## src/rtl/u_tx_pkg.sv

```systemverilog
// Shared UART definitions: frame state encoding, default frame geometry and the parity helper.
package u_tx_pkg;

    localparam int DEF_WIDTH        = 8;
    localparam int DEF_NO_OF_SAMPLE = 16;

    typedef enum logic [2:0] {
        IDLE   = 3'd0,
        START  = 3'd1,
        DATA   = 3'd2,
        PARITY = 3'd3,
        STOP   = 3'd4
    } uart_state_t;

    // Zero padding above the real data width does not change the XOR reduction.
    function automatic logic parity_bit(input logic [15:0] data, input logic odd);
        return (^data) ^ odd;
    endfunction

endpackage

```

## src/rtl/u_tx.sv

```systemverilog
// UART transmitter: one-word holding register feeding a start/data/parity/stop serialiser,
// paced by the shared oversample tick so frames can run back-to-back.
//
// state  | meaning
// IDLE   | line high, waiting for a tick with the holding register full
// START  | driving the start bit (low)
// DATA   | driving data bits LSB first, shifter[0] is on the line
// PARITY | driving the parity bit computed at load time
// STOP   | driving stop bit(s) high; reloads straight into START if a word is queued
module u_tx
    import u_tx_pkg::*;
#(
    parameter int width        = DEF_WIDTH,
    parameter int no_of_sample = DEF_NO_OF_SAMPLE,
    parameter int parity_en    = 0,
    parameter int parity_odd   = 0,
    parameter int stop_bits    = 1
) (
    input  logic             clk,
    input  logic             rst,
    input  logic             baud_en_tx,
    input  logic             tx_valid,
    input  logic [width-1:0] tx_data,
    output logic             tx_ready,
    output logic             tx_out,
    output logic             tx_active,
    output logic             tx_done
);

    localparam int SC_W = $clog2(no_of_sample);
    localparam int BI_W = $clog2(width);
    localparam logic [SC_W-1:0] SC_LAST   = SC_W'(no_of_sample - 1);
    localparam logic [BI_W-1:0] BI_LAST   = BI_W'(width - 1);
    localparam logic [BI_W-1:0] STOP_LAST = BI_W'(stop_bits - 1);

    uart_state_t      state, state_n;
    logic [SC_W-1:0]  sample_count, sample_count_n;
    logic [BI_W-1:0]  bit_index, bit_index_n;
    logic [width-1:0] shifter, shifter_n;
    logic [width-1:0] hold, hold_n;
    logic             hold_full, hold_full_n;
    logic             par, par_n;
    logic             tx_out_n, tx_active_n, tx_done_n;

    assign tx_ready = ~hold_full;

    always_ff @(posedge clk or posedge rst) begin
        if (rst) begin
            state        <= IDLE;
            sample_count <= '0;
            bit_index    <= '0;
            shifter      <= '0;
            hold         <= '0;
            hold_full    <= 1'b0;
            par          <= 1'b0;
            tx_out       <= 1'b1;
            tx_active    <= 1'b0;
            tx_done      <= 1'b0;
        end else begin
            state        <= state_n;
            sample_count <= sample_count_n;
            bit_index    <= bit_index_n;
            shifter      <= shifter_n;
            hold         <= hold_n;
            hold_full    <= hold_full_n;
            par          <= par_n;
            tx_out       <= tx_out_n;
            tx_active    <= tx_active_n;
            tx_done      <= tx_done_n;
        end
    end

    always_comb begin
        state_n        = state;
        sample_count_n = sample_count;
        bit_index_n    = bit_index;
        shifter_n      = shifter;
        hold_n         = hold;
        hold_full_n    = hold_full;
        par_n          = par;
        tx_out_n       = tx_out;
        tx_active_n    = tx_active;
        tx_done_n      = 1'b0;

        // Accept and load are mutually exclusive: accept needs hold empty, load needs it full.
        if (tx_valid && !hold_full) begin
            hold_n      = tx_data;
            hold_full_n = 1'b1;
        end

        if (baud_en_tx) begin
            if (state == IDLE) begin
                tx_out_n = 1'b1;
                if (hold_full) begin
                    shifter_n      = hold;
                    hold_full_n    = 1'b0;
                    par_n          = parity_bit(16'(hold), parity_odd != 0);
                    tx_out_n       = 1'b0;
                    tx_active_n    = 1'b1;
                    sample_count_n = '0;
                    state_n        = START;
                end
            end else if (sample_count != SC_LAST) begin
                sample_count_n = sample_count + SC_W'(1);
            end else begin
                sample_count_n = '0;
                case (state)
                    START: begin
                        tx_out_n    = shifter[0];
                        bit_index_n = '0;
                        state_n     = DATA;
                    end
                    DATA: begin
                        if (bit_index == BI_LAST) begin
                            bit_index_n = '0;
                            if (parity_en != 0) begin
                                tx_out_n = par;
                                state_n  = PARITY;
                            end else begin
                                tx_out_n = 1'b1;
                                state_n  = STOP;
                            end
                        end else begin
                            bit_index_n = bit_index + BI_W'(1);
                            shifter_n   = shifter >> 1;
                            tx_out_n    = shifter[1];
                        end
                    end
                    PARITY: begin
                        bit_index_n = '0;
                        tx_out_n    = 1'b1;
                        state_n     = STOP;
                    end
                    STOP: begin
                        if (bit_index == STOP_LAST) begin
                            tx_done_n   = 1'b1;
                            bit_index_n = '0;
                            if (hold_full) begin
                                shifter_n   = hold;
                                hold_full_n = 1'b0;
                                par_n       = parity_bit(16'(hold), parity_odd != 0);
                                tx_out_n    = 1'b0;
                                state_n     = START;
                            end else begin
                                tx_out_n    = 1'b1;
                                tx_active_n = 1'b0;
                                state_n     = IDLE;
                            end
                        end else begin
                            bit_index_n = bit_index + BI_W'(1);
                        end
                    end
                    default: begin
                        tx_out_n    = 1'b1;
                        tx_active_n = 1'b0;
                        state_n     = IDLE;
                    end
                endcase
            end
        end
    end

endmodule

```

## config.mk

```make
export PLATFORM = sky130hd
export DESIGN_NAME = u_tx
export DESIGN_NICKNAME = d
export VERILOG_FILES = /design/src/rtl/u_tx_pkg.sv /design/src/rtl/u_tx.sv
export SDC_FILE = /design/constraint.sdc
export NUM_CORES = 1
export LEC_CHECK = 0
export ABC_AREA = 1
export BUFFER_PORTS_ARGS = -buffer_cell sky130_fd_sc_hd__buf_2
export CAP_MARGIN = 20
export CORE_UTILIZATION = 50
export CTS_CLUSTER_SIZE = 24
export DETAILED_ROUTE_END_ITERATION = 12
export PLACE_DENSITY_LB_ADDON = 0.05
export SLEW_MARGIN = 20
export SYNTH_ARGS = -nofsm -noshare
export SYNTH_HDL_FRONTEND = slang
export SYNTH_SLANG_ARGS = --single-unit
export TNS_END_PERCENT = 20
```

## constraint.sdc

```tcl
create_clock -name clk -period 2.9 [get_ports clk]
set_input_delay 0.145 -clock clk [delete_from_list [all_inputs] [get_ports clk]]
set_output_delay 0.145 -clock clk [all_outputs]
set_load 0.01 [all_outputs]
```

[Word-level counts from Yosys, hierarchy flattened]
Cells that the tools add are included.
Storage, ports and cells
  register bits: 30
  input bits: 12
  output and inout bits: 4
  logic and storage cells: 84
Cells by class
  add/subtract/negate cells: 2
  eq/ne operators: 13
  multiplexer cells: 43
  bitwise gates (word level): 3
  reductions and logical operators: 14
Operators with widths (number)
  8-bit 2-to-1 mux: 5
  1-bit 2-to-1 mux: 23
  3-bit 2-to-1 mux: 7
  8-bit case mux with 2 select lines: 1
  4-bit 2-to-1 mux: 3
  3-bit != test, second input constant: 4
  3-bit case mux with 4 select lines: 1
  5-bit AND reduction: 2
  3-bit case mux with 3 select lines: 1
  3-bit by 2-bit equality test with 1-bit output, second input constant: 2
  3-bit equality test, second input constant: 2
  3-bit logical NOT: 2
  6-bit AND reduction: 1
  3-bit nonzero test: 2
  4-bit by 1-bit adder with 4-bit output, second input constant: 1
  2-bit != test, second input constant: 2
  4-bit != test, second input constant: 1
  4-bit AND reduction: 1
  3-bit by 1-bit adder with 3-bit output, second input constant: 1
  3-bit by 1-bit equality test with 1-bit output, second input constant: 1
  1-bit inverter: 3
  1-bit case mux with 3 select lines: 1
  3-bit AND reduction: 1
  3-bit OR reduction: 1
  other kinds (6): 6

[Depth between registers and ports, before layout]
Gate-level depths: netlist of the first run.
  depth in word-level cells: 9
  gate-level depth with buffers: 11
  depth with buffers taken out: 10

[Worst setup path before layout of the first run]
No wires, ideal clock.
  kind: register to register
  from: register bit_index[0]
  to: register shifter[3]
  library setup time: 0.123 ns
  arrival time: 1.553 ns
  data required time: 2.777 ns
  slack: 1.224 ns
  cell stages (with the launch flop): 10
  buffers on the path: 1
  period minus slack after synthesis: 1.676 ns
  path through: dfrtp_1 > ha_1 > ha_1 > inv_1 > nand2_1 > a21oi_1 > nand2_4 > buf_6 > nand2_1 > o21ai_2
On the way
  cells in the longest elaborated chain, start to end: 3
  elaborated cells on any way between the ends: 5
  classes of those cells: eq/ne (3); reduce/logical (2)
Ends and longest elaborated chain
  start, declared: line u_tx.sv:38  | logic [BI_W-1:0] bit_index, bit_index_n;
  start signal, assigned: line u_tx.sv:62  | bit_index <= bit_index_n;
  3-bit equality test or 3-bit logical NOT (tied branches): line u_tx.sv:114, u_tx.sv:135
  3-bit != test (no source line)
  5-bit AND reduction (no source line) *
  end signal, assigned: line u_tx.sv:63  | shifter <= shifter_n;
  end, declared: line u_tx.sv:39  | logic [width-1:0] shifter, shifter_n;
Every way passes the cells marked *; elsewhere a longest branch is shown, timed or not.
A chain may end at the register's enable or synchronous reset.

[Final worst setup path of the first run]
  from: register bit_index[0]
  to: register shifter[7]
The elaborated chain is that of the path after synthesis.

==> results of run 1 <==
==> path summary, 6_finish.rpt <==
check | startpoint | to | cells after the start | slack, ns
min reg2reg | tx_active$_DFFE_PP0P_ | tx_active$_DFFE_PP0P_ | 2 | 0.47
max | bit_index[0]$_DFFE_PP0P_ | shifter[7]$_DFFE_PP0P_ | 8 | 1.10
max in group asynchronous | rst | tx_done$_DFF_PP0_ | 3 | 2.07
max reg2reg | bit_index[0]$_DFFE_PP0P_ | shifter[7]$_DFFE_PP0P_ | 8 | 1.10
min in group asynchronous | rst | hold[4]$_DFFE_PP0P_ | 3 | 0.43
min | tx_data[1] | hold[1]$_DFFE_PP0P_ | 2 | 0.04
==> area by class of cell <==
type                    count  area share (%)
flip-flops and latches     30            40.7
well taps                  44            2.98
clock buffers               8            4.27
inverters                  24            5.01
repair buffers             16            4.61
multi-input cells         144            42.4
==> cells by family after synthesis <==
group           count (synthesis)  synth area share (%)
mux                             8                  5.41
buf+inv                        29                  7.74
flops                          30                  45.2
simple gates                  102                  28.6
compound gates                 30                  10.0
fa+ha+maj                       4                  3.01
==> power breakdown <==
| part | internal, mW | total (mW) | switching (mW) |
|---|---|---|---|
| sequential | 0.592 | 0.754 | 0.162 |
| combinational | 0.334 | 0.916 | 0.581 |
| clock | 0.165 | 0.310 | 0.144 |
==> synth_stat cells (4+ instances only) <==
cell type and number:
dfrtp_1 29, inv_1 19, a21oi_1 7, o21ai_2 4
inv_2 4, ha_1 4, nor2_1 15, mux2_2 8
nand2_1 56, nand2_4 4, nand3_1 16, o21ai_0 17
==> worst max-delay path, cell delays in order (launching register included) <==
cell and delay [ns]:
dfrtp_1 0.40, ha_1 0.21, ha_1 0.20, inv_1 0.10, nand2_1 0.06, a21oi_1 0.39, nand2_4 0.18, nand2_1 0.11
o21ai_2 0.05
==> through the flow <==
| step | power [mW] | hold slack (ns) | area (um2) |
|---|---|---|---|
| final | 1.98 | 0.0380 | 1850 |
| after global routing | 2.16 | 0.0184 | 1850 |
| after CTS | 1.99 | 0.0245 | 1840 |
| after detailed placement | 1.66 | 0.384 | 1760 |
| after global placement | 1.63 | 0.378 | 1760 |
| after floorplan | 1.48 | 0.235 | 1660 |
==> sequential cells by signal, indices dropped and copies added, names as in the netlist <==
name          cells
tx_out            1
hold_full         1
tx_done           1
bit_index         3
shifter           8
sample_count      4
tx_active         1
hold              8
state             3
==> metal layers <==
layer / routed length [um] / track usage, % / vias to the layer above / part of all wire (%)
met5: 0 / 0 / - / 0
met3: 154 / 6.49 / 5 / 4.6
met4: 58 / 8.64 / 0 / 1.7
met2: 1560 / 33.3 / 38 / 46
met1: 1610 / 29.2 / 632 / 48
li1: - / - / 686 / -
==> impl_metrics.yaml, run 1 <==
global_routing:
  first_global_vias: 1258
  grt_pass1_wl_mm: 5.62
  grt_usage_pct: 21.9
  grt_max_degree: 31
  gr-total-overflow: 0
  antenna_found_initial: 0
final_layout:
  utilization_pct: 59.5
  area_growth_pct: 11.0
  fin_nets: 237
  final_common_cell: "nand2_1"
  n_antenna_cell: 0
  final_cell_mix: "nand2_1 (56), dfrtp_1 (29), inv_1 (18)"
  stdcell_count: 266
  multiInputGateArea_um2: 783
  regArea_um2: 752
  drive_gt1_share_pct: 23.4
  n_fill_cell: 317
power:
  p_leak_nw: 0.951
  power-per-cell-area_nw_per_um2: 1070
  ir_worst_vdd_uv: 498
die:
  die_h_um: 59.7
  core_area_um2: 3100
  die_w_um: 59.7
  core.rowCount: 20
  initial_core_util_pct: 53.6
  io-pin-count: 16
  design.die.area_um2: 3560
synthesis:
  yosys_warnings: 0
  synthesis.area_um2: 1660
  synth_nets: 219
  yosysSeqAreaShare_pct: 45.2
  synth-seq-cells: 30
  synthDistinctLibCells: 27
  synthCells: 203
  synth_edf_count: 0
  synth_top_area_cell: "dfrtp_1"
  synthFlopType: "dfrtp_1"
  yosysTopAreaCellShare_pct: 43.6
  async_flop_share_pct: 100
  synth_area_leaders: "dfrtp_1 (44%), nand2_1 (13%), mux2_2 (5.4%)"
  postSynthAreaPerCell_um2: 8.20
placed_design:
  place_congestion: 0.825
  place_inst: 257
  hpwl_mm: 2.48
  port_buffers: 15
  pre_cts_ws_ns: 1.12
clock_network:
  post_cts_buffers: 0
  htreeDepth: 2
  cts_tree: "yes"
  cts_buffers: 5
  clk_pin_slew_worst_paths_ns: 0.09
  ctsHoldBuffers: 0
  clk_latency_ns: 0.33
  cts_root_buffer: "clkbuf_4"
  clk_path_buf_depth: 2
  cts_sinks: 30
  cts_resized: 0
routing:
  ant_nets: 0
  drc_errors: 0
  dr.first_iter.drc_count: 91
  routed_via_density: 5.12
  vias: 1361
  wl_mm: 3.38
  drt-pass1-iter-count: 4
  wl_per_cell_um: 12.7
timing:
  rsz0062_at_grt: "false"
  post-route-min-period_ns: 1.80
  tightest_slew_ns: 0.615
  finalHoldViolCount: 0
  fin_worst_skew_ns: 0.00332
  fmax_ghz: 0.556
  setup_viol: 0
  fin_setup_tns_ns: 0
  maxSlewViolCount: 0
  finalCritPeriodShare_pct: 62.0
  fin_ws_ns: 1.10
  slew_headroom_pct: 58.9
worst_setup_path:
  cp-start-kind: "flop"
  crit_required_ns: 3.12
  worstSetupEndpointType: "flop"
  cp.arrival_ns: 2.02
  critPathMaxFanout: 12
  critPathKind: "reg -> reg"
min_path:
  min_path_type: "in -> reg"
job:
  maxCapViolCount: 0
outcome:
  status: "completed"
No activity file was read; power rests on OpenSTA's default activity.
==> inputs of run 2 (changes only) <==
- clock period: 2.9 -> 1.6 ns (I/O delays scaled with it)
==> impl_metrics.yaml, run 2 (synthesis gave the netlist of run 1 again) <==
global_routing:
  first_global_vias: 1404
  grt_usage_pct: 23.3
  met3_usage_pct: 6.28
  use_met2_pct: 35.1
  use_met1_pct: 31.6
  top_usage_layer: "met2"
  grt_pass1_wl_mm: 6.07
  grt_max_degree: 31
  gr-total-overflow: 0
  antenna_found_initial: 0
final_layout:
  drive_gt1_share_pct: 28.0
  utilization_pct: 65.0
  fin_nets: 254
  multiInputGateArea_um2: 828
  regArea_um2: 752
  n_antenna_cell: 0
  reg.largest.list: "hold x8, shifter x8, sample_count x4"
  n_fill_cell: 290
  final_cell_mix: "nand2_1 (55), dfrtp_1 (29), inv_1 (18)"
  area_growth_pct: 21.2
  final_common_cell: "nand2_1"
worst_setup_path:
  crit_required_ns: 1.88
  cpMostUsedCell: "ha_2"
  slowest_stage: "dfrtp_1"
  slowest_delay_ns: 0.41
  crit_family: "flip-flops"
  cp_num_buf_inv: 2
  cp.arrival_ns: 1.77
  worstSetupEndpointType: "flop"
  path_cells: "ha_2 -> ha_2 -> inv_2 -> nand2_2 -> a21oi_4 -> buf_6 -> nand3_1 -> nand2_1"
  critPathMaxFanout: 4
  r2r_slack_ns: 0.10
  cp-start-kind: "flop"
  critPathKind: "reg -> reg"
clock_network:
  post_cts_buffers: 0
  htreeDepth: 2
  cts_tree: "yes"
  clk_path_buf_depth: 2
  clk_latency_ns: 0.33
  cts_root_buffer: "clkbuf_4"
  cts_buffers: 5
  clk_pin_slew_worst_paths_ns: 0.10
  cts_sinks: 30
timing:
  post-route-min-period_ns: 1.50
  slew_headroom_pct: 74.9
  rsz0062_at_grt: "false"
  fin_setup_tns_ns: 0
  fin_worst_skew_ns: 0.00879
  setup_viol: 0
  fmax_ghz: 0.669
  finalHoldViolCount: 0
  finalCritPeriodShare_pct: 93.5
  maxSlewViolCount: 0
  tightest_slew_ns: 0.377
placed_design:
  hpwl_mm: 2.54
  place_congestion: 0.858
  port_buffers: 15
outcome:
  status: "completed"
power:
  power-per-cell-area_nw_per_um2: 1860
  p_leak_nw: 1.02
  ir_worst_vdd_uv: 847
routing:
  dr.first_iter.drc_count: 59
  routed_via_density: 5.07
  drt-pass1-iter-count: 4
  wl_mm: 3.51
  wl_per_cell_um: 12.4
  vias: 1434
  ant_nets: 0
  drc_errors: 0
min_path:
  min_path_type: "in -> reg"
die:
  initial_core_util_pct: 53.6
  core.rowCount: 20
  die_h_um: 59.7
  die_w_um: 59.7
  core_area_um2: 3100
  io-pin-count: 16
  design.die.area_um2: 3560
job:
  maxCapViolCount: 0
-- run 2: cell types whose count changed in the layout (fill, tap and decap cells not counted), moves of 2 or more --
cell | before | now
ha_2 | 0 | 2
buf_4 | 0 | 7
dlygate4sd3_1 | 1 | 9
nor2_1 | 15 | 13
ha_1 | 4 | 2
clkbuf_8 | 3 | 1
-- run 2: layer usage --
layer | wire [um] | up-vias
li1 | - | 725
met1 | 1650 | 657
met2 | 1620 | 45
met3 | 188 | 7
met4 | 46 | 0
met5 | 0 | -
-- run 2: worst paths after layout --
check                                               from                endpoint  cells past startpoint
worst max-delay path            bit_index[0]$_DFFE_PP0P_  shifter[1]$_DFFE_PP0P_                      8
worst min-delay path                            tx_valid     hold_full$_DFF_PP0_                      3
worst max register to register  bit_index[0]$_DFFE_PP0P_  shifter[1]$_DFFE_PP0P_                      8
worst min register to register     tx_active$_DFFE_PP0P_   tx_active$_DFFE_PP0P_                      2
max in group asynchronous                            rst      tx_out$_DFFE_PP1P_                      4
min in group asynchronous                            rst  shifter[1]$_DFFE_PP0P_                      4
-- run 2: report_power, final --
part / internal [mW] / switching [mW]
combinational: 0.761 / 1.23
clock: 0.213 / 0.253
sequential: 1.07 / 0.219
total: 2.05 / 1.70
-- run 2: worst min-delay path, cell delays in order --
cell and delay [ns]:
buf_2 0.10, nor2_1 0.05, a21oi_1 0.11
-- run 2: cell type report --
class / instances / share of cell area [%]
Inverter: 24 / 4.59
Timing Repair Buffer: 32 / 11.4
Multi-Input combinational cell: 145 / 41.1
Tap cell: 44 / 2.73
Clock buffer: 7 / 2.73
Sequential cell: 30 / 37.3
Clock inverter: 1 / 0.248
-- run 2: stage by stage --
stage / hold WS, ns / total power, mW / worst slack [ns] / std cells / area [um2]
floorplan: 0.170 / 2.69 / 0.0255 / 203 / 1670
global placement: 0.167 / 3.08 / 0.104 / 265 / 1820
detailed placement: 0.184 / 3.17 / 0.0515 / 265 / 1820
CTS: 0.0242 / 3.66 / 0.0355 / 282 / 1970
global route: 0.0229 / 4.08 / 0.00800 / 283 / 2020
finish: 0.0415 / 3.75 / 0.105 / 283 / 2020
-- run 2: what timing repair did --
item | 4_1_cts | 5_1_grt
endpoints found under the setup margin | 0 | 13
gates resized for setup | 0 | 11
hold buffers | 9 | 0
hold endpoints to repair | 37 | 0
